## config.mk

```make
export PLATFORM = sky130hd
export DESIGN_NAME = id_decode_stage_flat
export DESIGN_NICKNAME = d
export VERILOG_FILES = /design/src/rtl/id_decode_pkg.sv /design/src/rtl/id_decode_if.sv /design/src/rtl/id_hazard_scoreboard.sv /design/src/rtl/id_decode_stage.sv /design/src/flat_wrapper.sv
export SDC_FILE = /design/constraint.sdc
export NUM_CORES = 1
export LEC_CHECK = 0
export ABC_AREA = 1
export BUFFER_PORTS_ARGS = -buffer_cell sky130_fd_sc_hd__buf_2
export CAP_MARGIN = 25
export CORE_MARGIN = 2
export CORE_UTILIZATION = 53
export DETAILED_ROUTE_END_ITERATION = 10
export GPL_ROUTABILITY_DRIVEN = 0
export PLACE_DENSITY = 0.85
export SLEW_MARGIN = 20
export SYNTH_ARGS = -nofsm -noshare
export SYNTH_HDL_FRONTEND = slang
export SYNTH_SLANG_ARGS = --single-unit
```

## constraint.sdc

```tcl
create_clock -name clk -period 2.1 [get_ports clk]
set_input_delay 0.105 -clock clk [delete_from_list [all_inputs] [get_ports clk]]
set_output_delay 0.105 -clock clk [all_outputs]
set_load 0.02 [all_outputs]
```

## src/rtl/id_decode_pkg.sv

```systemverilog
// Opcode map, field layout and per-opcode register-use helpers for the decode stage.
package id_decode_pkg;

  localparam logic [4:0] OP_NOP     = 5'd0;
  localparam logic [4:0] OP_LD      = 5'd1;
  localparam logic [4:0] OP_ST      = 5'd2;
  localparam logic [4:0] OP_JMP     = 5'd3;
  localparam logic [4:0] OP_BEQ     = 5'd4;
  localparam logic [4:0] OP_ALU_MIN = 5'd5;

  typedef struct packed {
    logic [4:0]  op;
    logic [8:0]  rd;
    logic [8:0]  rs;
    logic [8:0]  rt;
    logic [26:0] dir;
  } instr_fields_t;

  typedef struct packed {
    logic       valid;
    logic [8:0] rd;
    logic       is_ld;
  } sb_entry_t;

  typedef enum logic [1:0] {
    ST_EMPTY,
    ST_READY,
    ST_STALL
  } state_t;

  function automatic logic writes_rd(logic [4:0] op);
    return (op == OP_LD) || (op >= OP_ALU_MIN);
  endfunction

  function automatic logic reads_rs(logic [4:0] op);
    return (op != OP_NOP) && (op != OP_JMP);
  endfunction

  function automatic logic reads_rt(logic [4:0] op);
    return (op != OP_NOP) && (op != OP_JMP);
  endfunction

  function automatic logic is_load(logic [4:0] op);
    return op == OP_LD;
  endfunction

  // Dir deliberately overlaps the rd/rs/rt bits.
  function automatic instr_fields_t split(logic [31:0] instr);
    instr_fields_t f;
    f.op  = instr[31:27];
    f.rd  = instr[26:18];
    f.rs  = instr[17:9];
    f.rt  = instr[8:0];
    f.dir = instr[26:0];
    return f;
  endfunction

endpackage

```

## src/rtl/id_decode_if.sv

```systemverilog
// Instruction handshake plus ID/EX-register drive bundle for id_decode_stage.
interface id_decode_if #(
  parameter int unsigned CNT_W = 16
);
  logic             instr_valid;
  logic [31:0]      instr;
  logic             instr_ready;
  logic             flush;
  logic [4:0]       OpCode;
  logic [8:0]       Rd;
  logic [8:0]       Rs;
  logic [8:0]       Rt;
  logic [26:0]      Dir;
  logic             out_valid;
  logic [CNT_W-1:0] stall_cnt;

  modport master (
    output instr_valid, instr, flush,
    input  instr_ready, OpCode, Rd, Rs, Rt, Dir, out_valid, stall_cnt
  );

  modport slave (
    input  instr_valid, instr, flush,
    output instr_ready, OpCode, Rd, Rs, Rt, Dir, out_valid, stall_cnt
  );
endinterface

```

## src/rtl/id_hazard_scoreboard.sv

```systemverilog
// Shift register of recently issued writers; flags a RAW hazard for the held instruction.
// Build option ID_DECODE_FWD_EN: only loads are tracked, against LOAD_DIST.
module id_hazard_scoreboard
  import id_decode_pkg::*;
#(
  parameter int unsigned NOFWD_DIST = 3,
  parameter int unsigned LOAD_DIST  = 2
) (
  input  logic       clk,
  input  logic       rst,
  input  sb_entry_t  push,
  input  logic [8:0] rs,
  input  logic [8:0] rt,
  input  logic       use_rs,
  input  logic       use_rt,
  output logic       hazard
);
`ifdef ID_DECODE_FWD_EN
  localparam bit LOADS_ONLY = 1'b1;
`else
  localparam bit LOADS_ONLY = 1'b0;
`endif
  localparam int unsigned DIST  = LOADS_ONLY ? LOAD_DIST : NOFWD_DIST;
  localparam int unsigned DEPTH = NOFWD_DIST - 1;

  sb_entry_t sb [DEPTH];

  // Entry k holds the slot issued k+1 edges ago; bubbles shift in as empty entries.
  always_ff @(posedge clk) begin
    if (rst) begin
      for (int unsigned k = 0; k < DEPTH; k++) sb[k] <= '0;
    end else begin
      sb[0] <= push;
      for (int unsigned k = 1; k < DEPTH; k++) sb[k] <= sb[k-1];
    end
  end

  always_comb begin
    hazard = 1'b0;
    for (int unsigned k = 0; k < DEPTH; k++) begin
      if (sb[k].valid && (!LOADS_ONLY || sb[k].is_ld) && (k + 1 < DIST) &&
          ((use_rs && rs != '0 && sb[k].rd == rs) ||
           (use_rt && rt != '0 && sb[k].rd == rt)))
        hazard = 1'b1;
    end
  end

endmodule

```

## src/rtl/id_decode_stage.sv

```systemverilog
// Decode stage: one-entry hold register, RAW-hazard bubble insertion, flush squash, stall counter.
// Build option ID_DECODE_FWD_EN selects load-only hazard tracking (see id_hazard_scoreboard).
module id_decode_stage
  import id_decode_pkg::*;
#(
  parameter int unsigned NOFWD_DIST = 3,
  parameter int unsigned LOAD_DIST  = 2,
  parameter int unsigned CNT_W      = 16
) (
  input logic        clk,
  input logic        rst,
  id_decode_if.slave bus
);
  state_t        state_q, state_d;
  instr_fields_t hold, out_f;
  logic          hold_v, hazard, issue, accept, stall, out_valid;
  sb_entry_t     push;
  logic [CNT_W-1:0] stall_cnt;

  assign hold_v = (state_q != ST_EMPTY);

  id_hazard_scoreboard #(
    .NOFWD_DIST(NOFWD_DIST),
    .LOAD_DIST (LOAD_DIST)
  ) u_sb (
    .clk   (clk),
    .rst   (rst),
    .push  (push),
    .rs    (hold.rs),
    .rt    (hold.rt),
    .use_rs(reads_rs(hold.op)),
    .use_rt(reads_rt(hold.op)),
    .hazard(hazard)
  );

  always_ff @(posedge clk) begin
    if (rst) state_q <= ST_EMPTY;
    else     state_q <= state_d;
  end

  always_comb begin
    state_d = state_q;
    if (bus.flush) begin
      state_d = ST_EMPTY;
    end else begin
      case (state_q)
        ST_EMPTY: if (bus.instr_valid) state_d = ST_READY;
        ST_READY,
        ST_STALL: begin
          if (hazard)               state_d = ST_STALL;
          else if (bus.instr_valid) state_d = ST_READY;
          else                      state_d = ST_EMPTY;
        end
        default: state_d = ST_EMPTY;
      endcase
    end
  end

  always_comb begin
    issue           = hold_v && !hazard && !bus.flush;
    stall           = hold_v && hazard && !bus.flush;
    bus.instr_ready = !bus.flush && (!hold_v || issue);
    accept          = bus.instr_valid && bus.instr_ready;
    push            = '0;
    if (issue) begin
      push.valid = writes_rd(hold.op) && (hold.rd != '0);
      push.rd    = hold.rd;
      push.is_ld = is_load(hold.op);
    end
  end

  always_ff @(posedge clk) begin
    if (rst) begin
      hold      <= '0;
      out_f     <= '0;
      out_valid <= 1'b0;
      stall_cnt <= '0;
    end else begin
      if (accept) hold <= split(bus.instr);
      out_f     <= issue ? hold : '0;
      out_valid <= issue;
      if (stall && stall_cnt != '1) stall_cnt <= stall_cnt + 1'b1;
    end
  end

  assign bus.OpCode    = out_f.op;
  assign bus.Rd        = out_f.rd;
  assign bus.Rs        = out_f.rs;
  assign bus.Rt        = out_f.rt;
  assign bus.Dir       = out_f.dir;
  assign bus.out_valid = out_valid;
  assign bus.stall_cnt = stall_cnt;

endmodule

```

## src/flat_wrapper.sv

```systemverilog
// flat-port wrapper written by rule: the top's interface ports become plain ports
module id_decode_stage_flat import id_decode_pkg::*;
#(
  parameter int unsigned NOFWD_DIST = 3,
  parameter int unsigned LOAD_DIST  = 2,
  parameter int unsigned CNT_W      = 16
)
  (clk, rst, bus_instr_valid, bus_instr, bus_flush, bus_instr_ready, bus_OpCode, bus_Rd, bus_Rs, bus_Rt, bus_Dir, bus_out_valid, bus_stall_cnt);
  id_decode_if #(.CNT_W(CNT_W)) bus_i ();
  input logic clk;
  input logic rst;
  input wire logic [$bits(bus_i.instr_valid)-1:0] bus_instr_valid;
  input wire logic [$bits(bus_i.instr)-1:0] bus_instr;
  input wire logic [$bits(bus_i.flush)-1:0] bus_flush;
  output wire logic [$bits(bus_i.instr_ready)-1:0] bus_instr_ready;
  output wire logic [$bits(bus_i.OpCode)-1:0] bus_OpCode;
  output wire logic [$bits(bus_i.Rd)-1:0] bus_Rd;
  output wire logic [$bits(bus_i.Rs)-1:0] bus_Rs;
  output wire logic [$bits(bus_i.Rt)-1:0] bus_Rt;
  output wire logic [$bits(bus_i.Dir)-1:0] bus_Dir;
  output wire logic [$bits(bus_i.out_valid)-1:0] bus_out_valid;
  output wire logic [$bits(bus_i.stall_cnt)-1:0] bus_stall_cnt;
  assign bus_i.instr_valid = bus_instr_valid;
  assign bus_i.instr = bus_instr;
  assign bus_i.flush = bus_flush;
  assign bus_instr_ready = bus_i.instr_ready;
  assign bus_OpCode = bus_i.OpCode;
  assign bus_Rd = bus_i.Rd;
  assign bus_Rs = bus_i.Rs;
  assign bus_Rt = bus_i.Rt;
  assign bus_Dir = bus_i.Dir;
  assign bus_out_valid = bus_i.out_valid;
  assign bus_stall_cnt = bus_i.stall_cnt;
  id_decode_stage #(.NOFWD_DIST(NOFWD_DIST), .LOAD_DIST(LOAD_DIST), .CNT_W(CNT_W)) u_core (.clk(clk), .rst(rst), .bus(bus_i));
endmodule
```

== Yosys cells after proc, flatten, opt, wreduce, memory -nomap -nowiden ==
Memories as Yosys holds them, arrays and structs flattened.
Index checks and enable logic that the tools add are counted.

* Flip-flop bits (word level): 137
* RAM bits: 22
* Input bits: 36
* Output and inout bits: 77
* Logic and storage cells: 74
* Memories kept: 1

{| class="wikitable"
|+ Memory list
! name !! depth !! bits a word !! read ports !! clocked after Yosys merged registers in !! wr ports !! RTL line !! source
|-
| u_core.u_sb.sb || 2 || 11 || 2 || 0 || 2 || id_hazard_scoreboard.sv:26 || <nowiki>sb_entry_t sb [DEPTH];</nowiki>
|}

* Add/sub/neg operators: 1
* Order comparisons: 1
* Equality and inequality tests: 10
* Multiplexer cells: 12
* Bitwise logic cells: 3
* Reduce and logical (&&, ||, !) cells: 33

{| class="wikitable"
|+ Operator list
! operator !! count
|-
| == test 9 bit || 4
|-
| two-way mux 11 bit || 3
|-
| nonzero test 9 bit || 3
|-
| logical AND 1 bit || 17
|-
| adder 16 x 1 -> 16 bit, second input constant || 1
|-
| inequality test 16 bit, second input constant || 1
|-
| two-way mux 1 bit || 6
|-
| OR reduction 2 bit || 3
|-
| == test 5 x 1 -> 1 bit, second input constant || 1
|-
| greater-or-equal comparator 5 x 3 -> 1 bit, second input constant || 1
|-
| inequality test 5 x 2 -> 1 bit, second input constant || 1
|-
| nonzero test 5 bit || 1
|-
| logical OR 1 bit || 4
|-
| two-way mux 2 bit || 2
|-
| one-hot mux 2 bit (2 select lines) || 1
|-
| zero test 1 bit || 3
|-
| == test 2 x 1 -> 1 bit, second input constant || 1
|-
| == test 2 bit, second input constant || 1
|-
| zero test 2 bit || 1
|-
| inequality test 2 bit, second input constant || 1
|-
| bitwise OR 1 bit || 2
|-
| nonzero test 2 bit || 1
|-
| NOT 1 bit || 1
|}

== Longest topological paths before layout ==
Gate-level depths: netlist of run 1.

* Depth after elaboration: 14
* Depth in mapped cells: 16
* Depth with buffers taken out: 15

== By module ==
Synthesis of run 1 repeated with hierarchy kept, for this count alone.

* Cell total of the unflattened synthesis: 656
* Area total of the unflattened synthesis: 4,677.0 um^2

{| class="wikitable"
|+ By module, submodules not included
! module !! instances !! cells an instance !! area an instance (um^2) !! seq. area each (um^2)
|-
| id_decode_stage || 1 || 440 || 3,453.3 || 1,661.6
|-
| id_hazard_scoreboard || 1 || 216 || 1,223.7 || 400.4
|}

== Least setup slack after synthesis of run 1 ==
No wires, ideal clock.

* Kind: register to register
* Start: reg u_core.stall_cnt[0], in the netlist u_core.bus.stall_cnt[0]
* End: reg u_core.stall_cnt[6], in the netlist u_core.bus.stall_cnt[6]
* Setup time: 0.070 ns
* Arrival: 1.772 ns
* Data required time: 2.030 ns
* Slack: 0.257 ns
* Stages on the path, launching flop included: 9
* Path buffers: 1
* Period minus slack after synthesis: 1.843 ns
* Cell sequence: dfxtp_1 -> ha_1 -> nand2_1 -> nor4_2 -> nand3_1 -> nand4_2 -> buf_4 -> nand2_1 -> a21oi_1

* Word-level cells in the longest chain between the ends: 2
* Elaborated cells between the ends (all ways): 3
* Classes of those cells: add/sub (1); eq/ne (1); reduce/logical (1)

{| class="wikitable"
|+ RTL lines
! element !! RTL line !! source
|-
| from (decl) || id_decode_stage.sv:18 || <nowiki>logic [CNT_W-1:0] stall_cnt;</nowiki>
|-
| from (signal assigned) || id_decode_stage.sv:82 || <nowiki>if (stall && stall_cnt != '1) stall_cnt <= stall_cnt + 1'b1;</nowiki>
|-
| branches (longest 2 deep; another with adder 16 x 1 -> 16 bit) || n/a ||
|}

Parallel ways; which one is timed is not known.
A chain may end at the register's enable or synchronous reset.

==> impl_metrics.sql, run 1 <==
INSERT INTO impl_metrics (metric_group, metric, value, unit) VALUES
('timing', 'worst_pin_slew', '0.448', 'ns'),
('timing', 'timing.final.setup_violations', '0', ''),
('timing', 'totalNegativeSetupSlack', '0', 'ns'),
('layout', 'layout.cell_area.non_filler', '5500', 'um^2'),
('drt', 'drt-initial-drc-count', '308', ''),
('logic_synthesis', 'area_of_the_mapped_netlist', '4380', 'um^2'),
('setup_path', 'startpoint_type', 'flip-flop', ''),
('cts', 'ctsHtreeMaxLevel', '3', ''),
('placed_design', 'placed_cell_area', '4790', 'um^2'),
('cts', 'ctsRootBufferMaster', 'clkbuf_8', ''),
('drt', 'drt_wl_total', '11.6', 'mm'),
('timing', 'fin_worst_skew', '0.0134', 'ns'),
('floorplan', 'die_area', '9010', 'um^2'),
('global_route', 'grt_first_pass_wirelength', '17.0', 'mm'),
('timing', 'final.hold.worst_slack', '-0.00115', 'ns'),
('drt', 'route.detailed.vias_per_inst', '5.00', ''),
('cts', 'cts_tree', 'yes', ''),
('global_route', 'via_count_of_the_first_global_routing_pass', '3968', ''),
('timing', 'hold_violations', '1', ''),
('layout', 'n_antenna_cell', '0', ''),
('layout', 'finish.utilization', '0.677', ''),
('drt', 'firstDrtPassIters', '5', ''),
('hold_path', 'hold_path_startpoint', 'bus_instr[19]', ''),
('setup_path', 'rr_startpoint', 'u_core.bus.Dir[18]$_SDFF_PP0_', ''),
('floorplan', 'boundaryPins', '113', ''),
('floorplan', 'start_util', '0.539', ''),
('timing', 'rsz0062_at_grt', 'true', ''),
('cts', 'clock_sinks', '94', ''),
('cts', 'cts_bufs_inserted', '9', ''),
('logic_synthesis', 'ys_ff_latch', '94', ''),
('cts', 'worstSkewPairLatency', '0.36', 'ns'),
('drt', 'total_number_of_vias', '4350', ''),
('hold_path', 'holdCritPathClass', 'in -> reg', ''),
('logic_synthesis', 'synth_fp_nets', '682', ''),
('layout', 'area_growth_syn_to_layout', '25.6', '%'),
('status', 'status', 'finished, violations left', ''),
('floorplan', 'die_outline_width', '94.9', 'um'),
('timing', 'final_clock_period_utilization_by_the_worst_path', '0.956', ''),
('drt', 'routed_wire_length_per_instance', '13.3', 'um'),
('logic_synthesis', 'synth_warnings', '0', ''),
('run', 'max_cap_viol_count', '0', ''),
('logic_synthesis', 'synth_sequential_area_ratio', '0.429', ''),
('logic_synthesis', 'post_synth_inst_count', '643', ''),
('cts', 'clkSlewWorstSetupHoldPaths', '0.09', 'ns'),
('drt', 'final_routed_drc_violation_total', '0', ''),
('layout', 'final_cell_count_without_fillers', '870', ''),
('power', 'max-vdd-ir-drop', '0.339', 'mV'),
('global_route', 'grt_max_degree', '43', ''),
('global_route', 'grt_overflow_total', '0', ''),
('drt', 'post_detailed_route_count_of_antenna_violating_nets', '0', ''),
('placed_design', 'placedCellCount', '815', ''),
('placed_design', 'place.port_buffers', '112', ''),
('setup_path', 'path_class', 'reg -> reg', ''),
('floorplan', 'rows', '33', ''),
('placed_design', 'hpwl', '7.42', 'mm'),
('timing', 'max_slew_margin', '0.700', ''),
('timing', 'slew_violations', '0', ''),
('timing', 'achievable-frequency', '0.498', 'GHz'),
('setup_path', 'cp-startpoint', 'u_core.bus.Dir[18]$_SDFF_PP0_', ''),
('logic_synthesis', 'synthDistinctLibCells', '25', ''),
('floorplan', 'die_y', '94.9', 'um'),
('logic_synthesis', 'avg_inst_size_synth', '6.81', 'um^2'),
('power', 'total_leakage_power', '2.74', 'nW'),
('timing', 'layout_min_cycle_time', '2.01', 'ns'),
('global_route', 'grt_antenna_before_repair', '0', ''),
('setup_path', 'worstPathMaxFanout', '11', ''),
('global_route', 'track_usage', '0.239', ''),
('layout', 'fillerInstances', '645', ''),
('setup_path', 'required_time_worst_endpoint', '2.36', 'ns'),
('power', 'power.density_cell_area', '622', 'nW/um^2'),
('cts', 'cts-root-to-sink-buffers', '2', ''),
('setup_path', 'timing.critical_path.to_type', 'flip-flop', ''),
('layout', 'post_route_cells_drive_above_1_share', '0.250', ''),
('floorplan', 'core_area', '8130', 'um^2'),
('layout', 'numnets_final', '799', ''),
('status', 'failed_checks', 'hold timing', ''),
('setup_path', 'critical_path_arrival', '2.27', 'ns');
-- cells by family (layout without fill, tap and decap cells) --
logic type	Yosys count	in the layout	synth area share
simple gates	377	378	0.346
buf+inv	123	244	0.145
flops	94	94	0.429
compound gates	24	24	0.0274
xor+xnor	22	22	0.0440
fa+ha+maj	3	3	0.00857
-- synth_stat cells (all sizes together) --
cell    count  area, um^2
inv        68         255
ha          3        37.5
xor2       12         105
o21ai       2        10.0
nor2      142         541
nor3        6        30.0
xnor2      10        87.6
nand4      11        75.1
nand3      18         100
dfxtp      94        1880
clkbuf      5        18.8
a21oi      22         110
nand2     196         738
buf        48         353
nor4        4        31.3
clkinv      2        7.51
-- per-layer routing --
layer,part of all wire,global-route usage,up-vias
li1,-,-,2144
met1,0.40,0.277,1947
met2,0.49,0.419,205
met3,0.064,0.0391,54
met4,0.044,0.128,0
met5,0,0,-
-- layout make-up --
type                       instances  area, um^2  area share
clock inverter                     3        18.8     0.00341
inverter                          70         263      0.0477
timing repair buffer             158        1100       0.199
sequential                        94        1900       0.345
tap                              105         131      0.0239
clock buffer                      13         159      0.0289
multi-input combinational        427        1930       0.351
-- state kept, by name, indices dropped and copies added, names as in the netlist --
name / cells
u_core.hold: 32
u_core.u_sb.sb: 12
u_core.state_q: 2
u_core.bus.out_valid: 1
u_core.bus.OpCode: 5
u_core.bus.Dir: 26
u_core.bus.stall_cnt: 16
-- power breakdown --
group | internal (mW) | switching, mW
Combinational | 0.197 | 0.257
Clock | 0.495 | 0.602
Sequential | 1.83 | 0.0440
-- critical path, stage by stage, from the launching register on --
cell     delay [ns]
dfxtp_1        0.42
inv_1          0.11
nand2_1        0.07
nand2_1        0.07
nor2_1         0.09
nand2_1        0.08
nor2_1         0.10
nand3_1        0.07
nand2_1        0.06
nand2_1        0.08
nand2_4        0.11
nand2_2        0.10
nand3_4        0.19
buf_12         0.16
nand2_1        0.06
nand2_1        0.09
nor2_1         0.05
-- through the flow --
step | hold WS (ns) | power, mW | worst slack [ns]
after detailed placement | 0.336 | 2.26 | 0.0695
after CTS | 0.00105 | 3.37 | 0.0559
final | -0.00115 | 3.42 | 0.0922
after global placement | 0.327 | 2.24 | 0.178
after global routing | 0.0325 | 3.57 | -0.0450
after floorplan | 0.240 | 2.15 | 0.257
-- what timing repair did --
item                       in CTS  in global routing
hold endpoints to repair       29                  0
setup buffers                   0                  2
setup endpoints to repair       0                 68
hold buffers                   29                  0
resized for setup               0                 30
-- final timing paths --
path,slack [ns],end,depth (start not counted)
worst max-delay path,0.09,u_core.hold[36]$_SDFFE_PP0P_,16
worst min-delay path,-0.001,u_core.hold[46]$_SDFFE_PP0P_,3
worst max register to register,0.09,u_core.hold[36]$_SDFFE_PP0P_,16
worst min register to register,0.46,u_core.bus.OpCode[4]$_SDFF_PP0_,2
-- cell usage in the layout, fill, tap and decap left out, types with 6 or more instances in the layout --
master,n
inv_2,17
buf_4,7
a21oi_1,22
nand4_1,10
inv_1,51
xnor2_1,10
nand3_1,16
clkbuf_8,11
buf_2,112
nand2_1,194
dfxtp_2,12
dlygate4sd3_1,29
nor2_1,134
dfxtp_1,81
xor2_1,12
nor2_2,6
No activity file was read; power rests on OpenSTA's default activity.
==> run 2: changes to the inputs <==
--- a/config.mk
+++ b/config.mk
@@ -9,10 +9,10 @@
 export BUFFER_PORTS_ARGS = -buffer_cell sky130_fd_sc_hd__buf_2
 export CAP_MARGIN = 25
 export CORE_MARGIN = 2
-export CORE_UTILIZATION = 53
+export CORE_UTILIZATION = 48
 export DETAILED_ROUTE_END_ITERATION = 10
 export GPL_ROUTABILITY_DRIVEN = 0
-export PLACE_DENSITY = 0.85
+export PLACE_DENSITY = 0.74
 export SLEW_MARGIN = 20
 export SYNTH_ARGS = -nofsm -noshare
 export SYNTH_HDL_FRONTEND = slang
==> constraint.sdc (replaced) <==
create_clock -name clk -period 1.6 [get_ports clk]
set_input_delay 0.08 -clock clk [delete_from_list [all_inputs] [get_ports clk]]
set_output_delay 0.08 -clock clk [all_outputs]
set_load 0.02 [all_outputs]
==> run 2 against run 1 <==
  * The run ends with setup timing left
  * Sequential power is 31% higher
  * Via count is 6.4% higher
  * Register-to-register slack worse by 0.50 ns
  * Worst hold slack better by 0.076 ns
  * Fmax is 0.21% higher
  * Count of clock-buffer cells in the layout is 4 lower
  * Non-clock buffer count is 63 higher
  * Critical endpoint is now u_core.hold[55]$_SDFFE_PP0P_
  * Largest power group unchanged
  * Highest routed layer unchanged
==> impl_metrics.sql, run 2 (same netlist as run 1, synthesis figures left out) <==
INSERT INTO impl_metrics (metric_group, metric, value, unit) VALUES
('floorplan', 'die_y', '99.5', 'um'),
('setup_path', 'critical_path_arrival', '2.28', 'ns'),
('layout', 'n_antenna_cell', '0', ''),
('floorplan', 'die_outline_width', '99.5', 'um'),
('drt', 'final_routed_drc_violation_total', '0', ''),
('placed_design', 'hpwl', '7.77', 'mm'),
('layout', 'numnets_final', '862', ''),
('timing', 'layout_min_cycle_time', '2.00', 'ns'),
('timing', 'rsz0062_at_grt', 'true', ''),
('drt', 'drt-initial-drc-count', '256', ''),
('global_route', 'grt_first_pass_wirelength', '18.6', 'mm'),
('hold_path', 'worst_hold_path.num_cells', '3', ''),
('cts', 'ctsRootBufferMaster', 'clkbuf_8', ''),
('global_route', 'track_usage', '0.232', ''),
('timing', 'slew_violations', '0', ''),
('hold_path', 'holdCritPathClass', 'in -> reg', ''),
('layout', 'area_growth_syn_to_layout', '45.9', '%'),
('layout', 'mostFrequentLayoutCells', 'nand2_1 (147), nor2_1 (118), buf_2 (111), dfxtp_1 (65), buf_4 (58)', ''),
('setup_path', 'rr_startpoint', 'u_core.hold[28]$_SDFFE_PP0P_', ''),
('placed_design', 'placedCellCount', '870', ''),
('timing', 'achievable-frequency', '0.499', 'GHz'),
('floorplan', 'die_area', '9910', 'um^2'),
('timing', 'max_slew_margin', '0.759', ''),
('setup_path', 'reg2reg_slack', '-0.40', 'ns'),
('drt', 'routed_wire_length_per_instance', '13.9', 'um'),
('cts', 'cts-root-to-sink-buffers', '2', ''),
('status', 'status', 'finished, violations left', ''),
('cts', 'ctsHtreeMaxLevel', '3', ''),
('layout', 'fillerInstances', '637', ''),
('global_route', 'via_count_of_the_first_global_routing_pass', '4130', ''),
('layout', 'multiInputGateArea', '2210', 'um^2'),
('layout', 'total_area_of_sequential_cells', '1930', 'um^2'),
('layout', 'largest_register_ffs', '32', ''),
('setup_path', 'worstReg2RegEnd', 'u_core.hold[55]$_SDFFE_PP0P_', ''),
('cts', 'cts_bufs_inserted', '9', ''),
('setup_path', 'timing.critical_path.to_type', 'flip-flop', ''),
('layout', 'final_cell_count_without_fillers', '936', ''),
('floorplan', 'start_util', '0.498', ''),
('power', 'power.density_cell_area', '747', 'nW/um^2'),
('cts', 'clkSlewWorstSetupHoldPaths', '0.11', 'ns'),
('setup_path', 'worstPathMaxFanout', '7', ''),
('global_route', 'grt_overflow_total', '0', ''),
('placed_design', 'place.port_buffers', '112', ''),
('cts', 'clock_sinks', '94', ''),
('timing', 'timing.final.setup_violations', '83', ''),
('hold_path', 'hold_path_startpoint', 'bus_instr_valid', ''),
('cts', 'worstSkewPairLatency', '0.37', 'ns'),
('setup_path', 'required_time_worst_endpoint', '1.87', 'ns'),
('floorplan', 'rows', '34', ''),
('floorplan', 'boundaryPins', '113', ''),
('timing', 'worst_pin_slew', '0.361', 'ns'),
('drt', 'route.detailed.vias_per_inst', '4.95', ''),
('floorplan', 'core_area', '8810', 'um^2'),
('layout', 'final_common_cell', 'nand2_1', ''),
('global_route', 'grt_antenna_before_repair', '0', ''),
('drt', 'post_detailed_route_count_of_antenna_violating_nets', '0', ''),
('layout', 'regMostFlops', 'u_core.hold', ''),
('drt', 'total_number_of_vias', '4630', ''),
('status', 'failed_checks', 'setup timing', ''),
('timing', 'setup_slack', '-0.404', 'ns'),
('timing', 'totalNegativeSetupSlack', '-23.81', 'ns'),
('drt', 'firstDrtPassIters', '6', ''),
('setup_path', 'rr_worst_depth', '17', ''),
('power', 'total_power', '4.78', 'mW'),
('power', 'total_leakage_power', '3.09', 'nW'),
('global_route', 'grt_max_degree', '31', ''),
('power', 'max-vdd-ir-drop', '0.484', 'mV'),
('layout', 'post_route_cells_drive_above_1_share', '0.421', ''),
('timing', 'hold_violations', '0', ''),
('setup_path', 'startpoint_type', 'flip-flop', ''),
('timing', 'fin_worst_skew', '0.0147', 'ns'),
('cts', 'cts_tree', 'yes', ''),
('layout', 'finish.utilization', '0.726', ''),
('drt', 'drt_wl_total', '13.0', 'mm'),
('hold_path', 'worstHoldEndpoint', 'u_core.state_q[0]$_SDFFE_PP0P_', ''),
('setup_path', 'path_class', 'reg -> reg', ''),
('timing', 'final_clock_period_utilization_by_the_worst_path', '1.25', ''),
('run', 'max_cap_viol_count', '0', '');
-- run 2: area by class of cell --
| type | instances | share of cell area |
|---|---|---|
| timing repair buffer | 221 | 0.260 |
| clock inverter | 7 | 0.00998 |
| inverter | 70 | 0.0415 |
| clock buffer | 9 | 0.0194 |
| multi-input combinational | 427 | 0.346 |
| sequential | 94 | 0.302 |
| tap | 108 | 0.0211 |
-- run 2: report_power, final --
group	switching, mW	total [mW]	internal, mW
combinational	0.401	0.754	0.353
clock	0.969	1.57	0.602
sequential	0.0572	2.45	2.40
-- run 2: how the worst max path moves through the flow --
stage	startpoint	to	slack [ns]	cells past startpoint
final	u_core.hold[28]$_SDFFE_PP0P_	u_core.hold[55]$_SDFFE_PP0P_	-0.40	17
after global routing	u_core.bus.Dir[24]$_SDFF_PP0_	u_core.hold[55]$_SDFFE_PP0P_	-0.53	17
after CTS	u_core.hold[58]$_SDFFE_PP0P_	bus_instr_ready	-0.31	11
after detailed placement	u_core.bus.Dir[21]$_SDFF_PP0_	u_core.hold[49]$_SDFFE_PP0P_	-0.29	14
after global placement	u_core.hold[57]$_SDFFE_PP0P_	u_core.hold[33]$_SDFFE_PP0P_	-0.25	13
after floorplan	u_core.bus.Dir[24]$_SDFF_PP0_	u_core.bus.stall_cnt[9]$_SDFFE_PP0P_	-0.01	15
-- run 2: worst max-delay path: stages, from the launching register on --
cell       delay (ns)
dfxtp_4          0.39
inv_2            0.06
nand2_2          0.06
nand2_2          0.05
nor2_2           0.09
nand2_1          0.07
nor2_1           0.10
nand3_1          0.08
nand2_1          0.08
nand2_2          0.06
nand2_4          0.08
buf_6            0.12
nand2_8          0.06
nand3_4          0.18
clkbuf_16        0.21
nand2_1          0.06
nand2_1          0.07
nor2_1           0.05
-- run 2: routing by layer --
layer / global-route usage / vias to the layer above / part of all wire
li1: - / 2274 / -
met1: 0.297 / 2126 / 0.43
met2: 0.396 / 204 / 0.49
met3: 0.0464 / 26 / 0.059
met4: 0.0717 / 0 / 0.024
met5: 0 / - / 0
-- run 2: metrics by stage --
stage | worst slack (ns) | instance area (um^2) | hold WS (ns)
after floorplan | -0.0136 | 4460 | 0.215
after global placement | -0.248 | 5270 | 0.302
after detailed placement | -0.295 | 5270 | 0.307
after CTS | -0.312 | 6000 | 0.0295
after global routing | -0.533 | 6390 | 0.0760
final | -0.404 | 6390 | 0.0751
-- run 2: what timing repair did --
item,CTS,global route
cloned,3,7
endpoints found under the hold margin,32,0
buffers inserted,5,5
hold buffers,32,0
pin swaps,9,27
endpoints found under the setup margin,85,85
gates resized for setup,33,94
==> run 3: changes to the inputs <==
--- a/config.mk
+++ b/config.mk
@@ -5,14 +5,12 @@
 export SDC_FILE = /design/constraint.sdc
 export NUM_CORES = 1
 export LEC_CHECK = 0
-export ABC_AREA = 1
 export BUFFER_PORTS_ARGS = -buffer_cell sky130_fd_sc_hd__buf_2
 export CAP_MARGIN = 25
-export CORE_MARGIN = 2
-export CORE_UTILIZATION = 48
+export CORE_UTILIZATION = 47
 export DETAILED_ROUTE_END_ITERATION = 10
 export GPL_ROUTABILITY_DRIVEN = 0
-export PLACE_DENSITY = 0.74
+export PLACE_DENSITY = 0.73
 export SLEW_MARGIN = 20
 export SYNTH_ARGS = -nofsm -noshare
 export SYNTH_HDL_FRONTEND = slang
==> run 3 against run 2 <==
  * The run still ends with setup timing left
  * Setup slack lost 0.37 ns
  * Combinational power shrank 11%
  * Worst hold slack lost 0.072 ns
  * Non-clock buffer count grew 8
==> impl_metrics.sql, run 3 <==
INSERT INTO impl_metrics (metric_group, metric, value, unit) VALUES
('status', 'status', 'finished, violations left', ''),
('status', 'failed_checks', 'setup timing', ''),
('timing', 'layout_min_cycle_time', '2.38', 'ns'),
('setup_path', 'critical_path_arrival', '2.30', 'ns'),
('drt', 'routed_wire_length_per_instance', '17.9', 'um'),
('setup_path', 'startpoint_type', 'flip-flop', ''),
('timing', 'setup_slack', '-0.776', 'ns'),
('timing', 'achievable-frequency', '0.421', 'GHz'),
('logic_synthesis', 'synth_warnings', '0', ''),
('cts', 'cts_bufs_inserted', '9', ''),
('layout', 'regMostFlops', 'u_core.hold', ''),
('layout', 'mostFrequentLayoutCells', 'buf_2 (111), buf_4 (72), dfxtp_1 (68), nor2_1 (46), and2_4 (32)', ''),
('cts', 'cts-root-to-sink-buffers', '2', ''),
('layout', 'area_growth_syn_to_layout', '49.2', '%'),
('setup_path', 'required_time_worst_endpoint', '1.52', 'ns'),
('power', 'max-vdd-ir-drop', '0.571', 'mV'),
('timing', 'hold_violations', '0', ''),
('logic_synthesis', 'synthDistinctLibCells', '41', ''),
('power', 'total_power', '4.76', 'mW'),
('setup_path', 'timing.critical_path.to_type', 'output pin', ''),
('drt', 'route.detailed.vias_per_inst', '5.31', ''),
('timing', 'totalNegativeSetupSlack', '-54.59', 'ns'),
('run', 'max_cap_viol_count', '0', ''),
('logic_synthesis', 'post_synth_inst_count', '435', ''),
('logic_synthesis', 'synth_most_common_cell', 'dfxtp_1', ''),
('drt', 'post_detailed_route_count_of_antenna_violating_nets', '0', ''),
('layout', 'n_antenna_cell', '0', ''),
('placed_design', 'place.port_buffers', '112', ''),
('logic_synthesis', 'synthDominantAreaCellType', 'dfxtp_1', ''),
('global_route', 'grt_antenna_before_repair', '0', ''),
('logic_synthesis', 'async_flop_share', '0', ''),
('timing', 'slew_violations', '0', ''),
('layout', 'final_common_cell', 'buf_2', ''),
('logic_synthesis', 'synth_fp_nets', '474', ''),
('layout', 'finish.utilization', '0.723', ''),
('logic_synthesis', 'synth-main-ff-cell', 'dfxtp_1', ''),
('global_route', 'via_count_of_the_first_global_routing_pass', '3650', ''),
('placed_design', 'placed_cell_area', '5190', 'um^2'),
('global_route', 'grt_first_pass_wirelength', '17.5', 'mm'),
('floorplan', 'die_area', '9330', 'um^2'),
('drt', 'total_number_of_vias', '3911', ''),
('floorplan', 'rows', '34', ''),
('cts', 'ctsRootBufferMaster', 'clkbuf_8', ''),
('timing', 'final_clock_period_utilization_by_the_worst_path', '1.49', ''),
('layout', 'layout.cell_area.non_filler', '6270', 'um^2'),
('logic_synthesis', 'ys_ff_latch', '94', ''),
('floorplan', 'boundaryPins', '113', ''),
('global_route', 'grt_max_degree', '50', ''),
('drt', 'drt_wl_total', '13.2', 'mm'),
('cts', 'cts_tree', 'yes', ''),
('timing', 'max_slew_margin', '0.679', ''),
('drt', 'drt-initial-drc-count', '349', ''),
('placed_design', 'hpwl', '7.35', 'mm'),
('timing', 'timing.final.setup_violations', '85', ''),
('cts', 'worstSkewPairLatency', '0.37', 'ns'),
('logic_synthesis', 'synth_edf_count', '0', ''),
('logic_synthesis', 'avg_inst_size_synth', '9.67', 'um^2'),
('timing', 'rsz0062_at_grt', 'true', ''),
('power', 'power.density_cell_area', '759', 'nW/um^2'),
('timing', 'worst_pin_slew', '0.482', 'ns'),
('global_route', 'track_usage', '0.233', ''),
('floorplan', 'start_util', '0.485', ''),
('floorplan', 'core_area', '8680', 'um^2'),
('setup_path', 'reg2reg_slack', '-0.74', 'ns'),
('drt', 'final_routed_drc_violation_total', '0', ''),
('logic_synthesis', 'netlist_top_cells_count', 'dfxtp_1 (94), nor2_1 (47), buf_4 (36)', ''),
('logic_synthesis', 'synth.top_cells.by_area', 'dfxtp_1 (45%), mux2i_1 (7.9%), xor2_1 (7.3%)', ''),
('timing', 'fin_worst_skew', '0.0139', 'ns'),
('global_route', 'grt_overflow_total', '0', ''),
('layout', 'largest_register_ffs', '32', ''),
('placed_design', 'post-place-ws', '-0.678', 'ns'),
('cts', 'clkSlewWorstSetupHoldPaths', '0.09', 'ns'),
('logic_synthesis', 'synth_sequential_area_ratio', '0.447', ''),
('floorplan', 'die_outline_width', '96.6', 'um'),
('logic_synthesis', 'area_of_the_mapped_netlist', '4210', 'um^2'),
('layout', 'numnets_final', '662', ''),
('layout', 'post_route_cells_drive_above_1_share', '0.513', ''),
('logic_synthesis', 'top_area_cell_type_share_of_the_netlist_area', '0.447', ''),
('hold_path', 'holdCritPathClass', 'in -> reg', ''),
('cts', 'clock_sinks', '94', ''),
('power', 'total_leakage_power', '3.10', 'nW'),
('floorplan', 'die_y', '96.6', 'um'),
('cts', 'ctsHtreeMaxLevel', '3', ''),
('drt', 'firstDrtPassIters', '5', ''),
('setup_path', 'worstPathMaxFanout', '4', ''),
('setup_path', 'path_class', 'reg -> out', '');
==> run 3: cell types whose count changed after synthesis, moves of 8 or more <==
cell,change
a21oi_1,-15
nor2b_1,+24
mux2i_1,+33
inv_1,-49
xor2_1,+23
nand2_1,-178
inv_2,-16
nor4_1,+8
nor2_1,-94
and2_1,+33
==> run 3: through the flow <==
step / hold WS (ns) / std cells
final: 0.00277 / 736
after global routing: 0.0161 / 736
after CTS: 0.00178 / 727
after detailed placement: 0.323 / 675
after global placement: 0.313 / 675
after floorplan: 0.227 / 435
==> run 3: critical path: stages, from the launching register on <==
cell and delay (ns):
dfxtp_2 0.35, buf_4 0.16, xor2_1 0.18, nor3_1 0.34
nand4_2 0.18, a21boi_2 0.26, a21oi_2 0.07, buf_4 0.15
nor2b_4 0.12, buf_6 0.12
==> run 3: timing repair <==
| action | CTS | global route |
|---|---|---|
| cloned | 1 | 6 |
| hold endpoints to repair | 31 | 0 |
| endpoints found under the setup margin | 85 | 85 |
| hold buffers | 31 | 0 |
| buffers inserted | 4 | 4 |
| pin swaps | 18 | 27 |
| gates resized for setup | 22 | 72 |
==> run 3: cell families (layout without fill, tap and decap cells) <==
family,Yosys count,after routing,share of synthesized area
AND/OR/NAND/NOR,177,177,0.228
flip-flops,94,94,0.447
buffers and inverters,55,248,0.0904
multiplexers,39,39,0.0946
XOR/XNOR,38,38,0.0791
AO/OA/AOI/OAI,29,29,0.0515
adder cells (fa/ha/maj),3,3,0.00892
==> run 3: area by class of cell <==
cell class | instances | area (um^2)
multi-input combinational | 286 | 2280
inverter | 3 | 11.3
clock buffer | 9 | 124
timing repair buffer | 229 | 1710
tap | 108 | 135
clock inverter | 7 | 80.1
sequential | 94 | 1930
fill | 578 | 2400
==> run 3: worst paths after layout <==
check / start / end / depth (start not counted)
worst max-delay path: u_core.hold[34]$_SDFFE_PP0P_ / bus_instr_ready / 9
worst min-delay path: bus_instr_valid / u_core.state_q[0]$_SDFFE_PP0P_ / 3
worst min register to register: u_core.hold[51]$_SDFFE_PP0P_ / u_core.bus.Dir[24]$_SDFF_PP0_ / 1
worst max register to register: u_core.bus.Dir[23]$_SDFF_PP0_ / u_core.state_q[1]$_SDFFE_PP0P_ / 8
==> run 3: layer usage <==
| metal | track usage | vias to the layer above | wire length [um] |
|---|---|---|---|
| met3 | 0.0477 | 54 | 882 |
| li1 | - | 1810 | - |
| met4 | 0.0689 | 0 | 500 |
| met5 | 0 | - | 0 |
| met1 | 0.288 | 1840 | 5320 |
| met2 | 0.406 | 207 | 6460 |
==> run 3: power breakdown <==
| part | leakage, nW | internal [mW] | total [mW] | switching (mW) |
|---|---|---|---|---|
| sequential | 0.776 | 2.37 | 2.43 | 0.0610 |
| clock | 0.0983 | 0.743 | 1.66 | 0.918 |
| combinational | 2.23 | 0.337 | 0.669 | 0.333 |
